File: src/rtl/demux_capture_if.sv
// demux_capture_if: serial-in / parallel-out handshake bundle for demux_capture
interface demux_capture_if #(parameter int NUM_OUT = 8, parameter int SEL_W = 3);
  logic               in_valid;
  logic               in_data;
  logic               in_ready;
  logic               sel_mode;
  logic [SEL_W-1:0]   select;
  logic [NUM_OUT-1:0] out_word;
  logic               out_valid;
  logic               out_ready;
  logic               drop;
  modport master(output in_valid, in_data, sel_mode, select, out_ready,
                 input in_ready, out_word, out_valid, drop);
  modport slave(input in_valid, in_data, sel_mode, select, out_ready,
                output in_ready, out_word, out_valid, drop);
endinterface

File: src/rtl/demux_capture.sv
// demux_capture: 1-to-NUM_OUT serial deserializer with auto or external lane select
module demux_capture #(
  parameter int NUM_OUT = 8,
  parameter int SEL_W = 3
) (
  input logic clk,
  input logic rst,
  demux_capture_if.slave bus
);
  typedef enum logic {FILL, HOLD} state_t;
  state_t state;
  logic [SEL_W-1:0] ptr, idx;
  logic [NUM_OUT-1:0] mask, mask_nx;
  logic mode_q, acc, chg, done;
  assign bus.in_ready = state == FILL;
  assign acc = bus.in_valid & bus.in_ready;
  assign idx = mode_q ? bus.select : ptr;
  assign mask_nx = mask | (NUM_OUT'(1) << idx);
  assign chg = state == FILL && bus.sel_mode != mode_q;
  assign done = acc && (mode_q ? &mask_nx : ptr == SEL_W'(NUM_OUT - 1));
  // a mode switch discards the partial frame, including a coincident accept
  always_ff @(posedge clk or posedge rst) begin
    if (rst) begin
      state <= FILL;
      ptr <= '0;
      mask <= '0;
      mode_q <= 1'b0;
      bus.out_word <= '0;
      bus.out_valid <= 1'b0;
      bus.drop <= 1'b0;
    end else begin
      bus.drop <= 1'b0;
      if (state == FILL) begin
        mode_q <= bus.sel_mode;
        if (acc) bus.out_word[idx] <= bus.in_data;
        if (chg) begin
          mask <= '0;
          ptr <= '0;
          bus.drop <= |mask;
        end else if (acc) begin
          mask <= mask_nx;
          if (!mode_q) ptr <= ptr + 1'b1;
          if (done) begin
            state <= HOLD;
            bus.out_valid <= 1'b1;
          end
        end
      end else if (bus.out_ready) begin
        state <= FILL;
        bus.out_valid <= 1'b0;
        mask <= '0;
        ptr <= '0;
      end
    end
  end
endmodule

File: src/flat_wrapper.sv
// flat-port wrapper written by rule: the top's interface ports become plain ports
module demux_capture_flat 
#(
  parameter int NUM_OUT = 8,
  parameter int SEL_W = 3
)
  (clk, rst, bus_in_valid, bus_in_data, bus_sel_mode, bus_select, bus_out_ready, bus_in_ready, bus_out_word, bus_out_valid, bus_drop);
  demux_capture_if #(.NUM_OUT(NUM_OUT), .SEL_W(SEL_W)) bus_i ();
  input logic clk;
  input logic rst;
  input wire logic [$bits(bus_i.in_valid)-1:0] bus_in_valid;
  input wire logic [$bits(bus_i.in_data)-1:0] bus_in_data;
  input wire logic [$bits(bus_i.sel_mode)-1:0] bus_sel_mode;
  input wire logic [$bits(bus_i.select)-1:0] bus_select;
  input wire logic [$bits(bus_i.out_ready)-1:0] bus_out_ready;
  output wire logic [$bits(bus_i.in_ready)-1:0] bus_in_ready;
  output wire logic [$bits(bus_i.out_word)-1:0] bus_out_word;
  output wire logic [$bits(bus_i.out_valid)-1:0] bus_out_valid;
  output wire logic [$bits(bus_i.drop)-1:0] bus_drop;
  assign bus_i.in_valid = bus_in_valid;
  assign bus_i.in_data = bus_in_data;
  assign bus_i.sel_mode = bus_sel_mode;
  assign bus_i.select = bus_select;
  assign bus_i.out_ready = bus_out_ready;
  assign bus_in_ready = bus_i.in_ready;
  assign bus_out_word = bus_i.out_word;
  assign bus_out_valid = bus_i.out_valid;
  assign bus_drop = bus_i.drop;
  demux_capture #(.NUM_OUT(NUM_OUT), .SEL_W(SEL_W)) u_core (.clk(clk), .rst(rst), .bus(bus_i));
endmodule
File: config.mk
export PLATFORM = sky130hd
export DESIGN_NAME = demux_capture_flat
export DESIGN_NICKNAME = d
export VERILOG_FILES = /design/src/rtl/demux_capture_if.sv /design/src/rtl/demux_capture.sv /design/src/flat_wrapper.sv
export SDC_FILE = /design/constraint.sdc
export NUM_CORES = 1
export LEC_CHECK = 0
export BUFFER_PORTS_ARGS = -buffer_cell sky130_fd_sc_hd__buf_2
export CELL_PAD_IN_SITES_DETAIL_PLACEMENT = 0
export CELL_PAD_IN_SITES_GLOBAL_PLACEMENT = 1
export CORE_MARGIN = 4
export CORE_UTILIZATION = 46
export CTS_CLUSTER_DIAMETER = 100
export DETAILED_ROUTE_END_ITERATION = 16
export PLACE_DENSITY_LB_ADDON = 0.1
export SYNTH_ARGS = -nofsm -noshare
export SYNTH_HDL_FRONTEND = slang
export SYNTH_SLANG_ARGS = --single-unit
File: constraint.sdc
create_clock -name clk -period 4.39 [get_ports clk]
set_input_delay 0.2195 -clock clk [delete_from_list [all_inputs] [get_ports clk]]
set_output_delay 0.2195 -clock clk [all_outputs]
set_load 0.1 [all_outputs]
==> Yosys cells after proc, flatten, opt, wreduce, memory -nomap -nowiden <==
Cells that the tools add are included.
Widths: inputs -> output; s select.
{ "totals": {"regBits": 23, "latch_bits": 0, "ramBits": 0, "rom_bits": 0, "in_bits": 9, "elab_cells": 57, "n_memories": 0} }
{ "classes": {"add_sub_neg": 1, "mul": 0, "div_mod_pow": 0, "n_lt_le_gt_ge": 2, "n_eq_ne": 5, "shift": 1, "muxes": 26, "bitwise": 3, "reduce_logical": 12} }
{ "op_table": {"columns": ["op", "count"], "rows": [
  ["$mux 8", 4],
  ["$mux 3", 6],
  ["$mux 1", 14],
  ["$bwmux 8", 1],
  ["$or 8x8->8", 1],
  ["$reduce_and 8->1", 1],
  ["$reduce_or 8->1", 1],
  ["$shl 1x3->8 const A", 1],
  ["$lt 3x4->1 const B", 1],
  ["$reduce_and 2->1", 2],
  ["$reduce_and 4->1", 1],
  ["$reduce_bool 2->1", 2],
  ["$add 3x1->3 const B", 1],
  ["$demux 1 s3", 1],
  ["$eq 3x3->1 const B", 1],
  ["$ge 3x1->1 const B", 1],
  ["$logic_and 1x1->1", 3],
  ["$ne 3x2->1 const B", 1],
  ["$reduce_and 3->1", 1],
  ["$reduce_bool 3->1", 1],
  ["$ne 2x1->1 const B", 1],
  ["$ne 2x2->1 const B", 1],
  ["$and 1x1->1", 1],
  ["$ne 1x1->1", 1],
  ["$not 1->1", 1]
]} }

==> Logic depth before layout (Yosys ltp) <==
{ "logic_depth": {"word_depth": 10, "depth_mapped": 6, "ltp_nobuf": 4} }

==> Worst setup path before layout <==
OpenSTA, ideal clock, no wires.
{ "synth_timing": {"path_type": "flip-flop to flip-flop", "start": "register u_core.state", "end": "register u_core.mask[2]", "arrival_ns": 1.584, "t_required_ns": 4.260, "setup_slack_ns": 2.676, "path_stages_with_launch": 5, "n_path_buf": 0, "period_less_slack_ns": 1.714, "cell_sequence": "dfrtp_1 inv_1 nor2_1 nor2_2 o21ai_0"} }
{ "synth_between": {"elab_chain_cells": 4} }
{ "synth_lines": {"columns": ["item", "line_no", "rtl"], "rows": [
  ["start: declaration", "demux_capture.sv:11", "state_t state;"],
  ["start signal: assignment", "demux_capture.sv:24", "state <= FILL;"],
  ["start signal: assignment", "demux_capture.sv:44", "state <= HOLD;"],
  ["start signal: assignment", "demux_capture.sv:49", "state <= FILL;"],
  ["$not 1->1 (no source line) (*)", null, null],
  ["net bus_in_ready", "flat_wrapper.sv:16", "output wire logic [$bits(bus_i.in_ready)-1:0] bus_in_ready;"],
  ["$and 1x1->1 / $logic_and 1x1->1 (equally long branches)", "demux_capture.sv:16, demux_capture.sv:19", null],
  ["$reduce_bool 3->1 (no source line) / $mux 8 (equally long branches)", null, null],
  ["$reduce_and 2->1 (no source line) / $mux 8 (equally long branches)", null, null],
  ["end signal: assignment", "demux_capture.sv:41", "mask <= mask_nx;"],
  ["end: declaration", "demux_capture.sv:13", "logic [NUM_OUT-1:0] mask, mask_nx;"]
]} }
Mark *: on every way through the listed nets, which the timed path passes. The rest lies on a longest branch.
A chain may end at the register's enable or synchronous reset.

==> Worst setup path in the final report <==
{ "layout_timing": {"start": "register u_core.mode_q", "end": "register u_core.state"} }
{ "layout_between": {"elab_chain_cells": 10} }
{ "layout_lines": {"columns": ["item", "line_no", "rtl"], "rows": [
  ["start: declaration", "demux_capture.sv:14", "logic mode_q, acc, chg, done;"],
  ["start signal: assignment", "demux_capture.sv:34", "mode_q <= bus.sel_mode;"],
  ["$mux 3", "demux_capture.sv:17", "assign idx = mode_q ? bus.select : ptr;"],
  ["$shl 1x3->8", "demux_capture.sv:18", "assign mask_nx = mask | (NUM_OUT'(1) << idx);"],
  ["$or 8x8->8", "demux_capture.sv:18", null],
  ["$reduce_and 8->1", "demux_capture.sv:20", "assign done = acc && (mode_q ? &mask_nx : ptr == SEL_W'(NUM_OUT - 1));"],
  ["$mux 1", "demux_capture.sv:20", null],
  ["$logic_and 1x1->1", "demux_capture.sv:20", null],
  ["$mux 1", "demux_capture.sv:43", "if (done) begin"],
  ["$mux 1", "demux_capture.sv:40", "end else if (acc) begin"],
  ["$mux 1 (*)", "demux_capture.sv:36", "if (chg) begin"],
  ["$mux 1 (*)", "demux_capture.sv:33", "if (state == FILL) begin"]
]} }
Every way passes the cells marked *; elsewhere a longest branch is shown, timed or not.

==> flow_summary.ini <==
[cts]
postCtsHoldBufs = 0
clockBufferDepth = 2
clock_sink_count = 23
cts_buffers = 3
cts_setup_buffers = 0
tritoncts = yes
cts_root_buffer = clkbuf_4
clkTransAtPathRegs_ns = 0.13
clk-insertion-delay-late_ns = 0.32
post_cts_resized = 0
cts_max_level = 1

[logic_synthesis]
synth_flop_cell = dfrtp_1
syn-num-nets = 130
synth_cell_types = 39
synth_warnings = 0
avgSynthCellArea_um2 = 10.3
synth_edf_count = 0
async_reset_ff_frac = 1.00
syn_inst = 119
syn_area_um2 = 1230
ys_seq_area_frac = 0.467
synth-seq-cells = 23

[floorplanning]
die_x_um = 59.7
die_y_um = 59.7
dieArea_um2 = 3570
rows = 18
start_util = 0.488
io_pins = 20
core_um2 = 2520

[detailed_routing]
drc = 0
wl_per_cell_um = 15.9
first_iter_violations = 17
wirelength_mm = 2.70
vias = 991
viasPerCell = 5.83
ant_nets = 0
drt_first_pass_iters = 4

[sta]
setup_violations = 0
post-route-period-util = 0.435
clock_skew_ns = 0.00198
max_freq_mhz = 524
whs_ns = 0.0645
tns_ns = 0
max_slew_margin = 0.403
tightest_slew_ns = 0.894
fin_crit_ns = 1.91
grt_setup_unrepaired = no
finalHoldViolCount = 0
maxSlewViolCount = 0

[place]
dp_hpwl_mm = 2.00
place_congestion = 0.866
port_buffers = 19

[power_and_ir_drop]
power_density_nw_per_um2 = 432
ir_drop_uv = 334
leakagePower_nw = 0.610

[critical_path]
end_kind = flip-flop
r2r_start = u_core.mode_q
critPathRequiredTime_ns = 4.63
startpoint = u_core.mode_q
worst_setup_path_start_kind = flip-flop
critPathArrivalTime_ns = 2.14
critical_path_peak_fanout = 16
crit_type = flip-flop to flip-flop

[status]
outcome = finished clean

[layout]
area_growth_pct = 11.2
antenna_cells = 0
ff_latch_area_um2 = 576
drive_gt1_frac = 0.271
fillers = 246
multi_input_area_um2 = 614
final_nets = 152

[global_routing]
antenna_found_initial = 0
grt_max_degree = 24
grt_pass1_vias = 1006
grt_pass1_wl_mm = 4.74
overflow = 0
track_usage = 0.180

[job]
drv_cap = 0

[hold_path]
hold_path_class = input port to asynchronous set/reset pin
final timing paths:
kind	slack (ns)	to	cells past startpoint
setup / recovery	2.48	u_core.state	4
hold / removal	0.06	u_core.bus.out_word[0]	2
setup reg to reg	2.48	u_core.state	4
hold reg to reg	0.51	u_core.bus.out_word[0]	1
max in group asynchronous	3.78	u_core.mask[2]	2
min in group clk	0.20	u_core.mode_q	2
kinds of logic (layout without fill, tap and decap cells):
family                   after synthesis  after routing  synth area share
buffers and inverters                  7             28            0.0335
flip-flops                            23             23             0.467
AO/OA/AOI/OAI                         27             27             0.164
multiplexers                          12             12             0.112
AND/OR/NAND/NOR                       47             47             0.196
XOR/XNOR                               1              1           0.00712
adder cells (fa/ha/maj)                2              2            0.0203
stage by stage:
| stage | instances | utilization | cell area [um^2] | power, mW | worst slack (ns) |
|---|---|---|---|---|---|
| after CTS | 170 | 0.543 | 1370 | 0.598 | 2.51 |
| after detailed placement | 166 | 0.532 | 1340 | 0.495 | 2.55 |
| after global routing | 170 | 0.543 | 1370 | 0.624 | 2.39 |
| after floorplan | 119 | - | 1230 | 0.454 | 2.68 |
| after global placement | 166 | 0.532 | 1340 | 0.492 | 2.60 |
| final | 170 | 0.543 | 1370 | 0.592 | 2.48 |
critical path, cell delays in order, from the launching register on:
cell and delay [ns]:
dfrtp_1 0.72, mux2i_2 0.44, o211ai_1 0.15, a32o_1 0.30, o31ai_1 0.20
cell type report:
class,instances,area share
Sequential cell,23,0.420
Timing Repair Buffer,19,0.0695
Clock inverter,1,0.00366
Tap cell,30,0.0274
Multi-Input combinational cell,89,0.449
Inverter,5,0.0137
Clock buffer,3,0.0165
per-layer routing:
| layer | vias up | part of all wire | GRT usage | wire length, um |
|---|---|---|---|---|
| met5 | - | 0 | 0 | 0 |
| met4 | 0 | 0.024 | 0.0886 | 65 |
| met3 | 8 | 0.039 | 0.0216 | 104 |
| met2 | 26 | 0.45 | 0.276 | 1210 |
| met1 | 483 | 0.49 | 0.250 | 1320 |
| li1 | 474 | - | - | - |
where the power goes:
group	internal, mW	switching, mW	leakage [nW]
clock network	0.0342	0.0678	0.0177
registers	0.236	0.0159	0.303
logic	0.0422	0.196	0.290
cell usage after synthesis, drive strengths merged, types with 2 or more instances:
cell / instances / area (um^2)
a21oi: 8 / 40.0
nand2: 15 / 56.3
nor2: 13 / 53.8
mux2: 11 / 124
and2: 2 / 12.5
o21ai: 3 / 26.3
dfrtp: 23 / 576
o31ai: 2 / 15.0
a211oi: 3 / 27.5
nor3b: 2 / 15.0
a22o: 2 / 17.5
nor4: 2 / 12.5
nor3: 4 / 25.0
o211ai: 2 / 15.0
ha: 2 / 25.0
buf: 2 / 22.5
a221oi: 2 / 17.5
inv: 5 / 18.8
state kept, by name, summed over array words and instances, names as in the netlist:
register / count
u_core.bus.out_word: 8
u_core.mask: 8
u_core.bus.drop: 1
u_core.ptr: 3
u_core.bus.out_valid: 1
u_core.mode_q: 1
u_core.state: 1
layout by cell type (no fill, tap or decap), types with 3 or more instances in the layout:
cell type and count:
a21oi_1 8, buf_2 19, clkbuf_4 3, dfrtp_1 23, inv_1 5, mux2_1 3
mux2_2 8, nand2_1 15, nor2_1 11, nor3_1 3
Power figures use the tool's default switching activity.
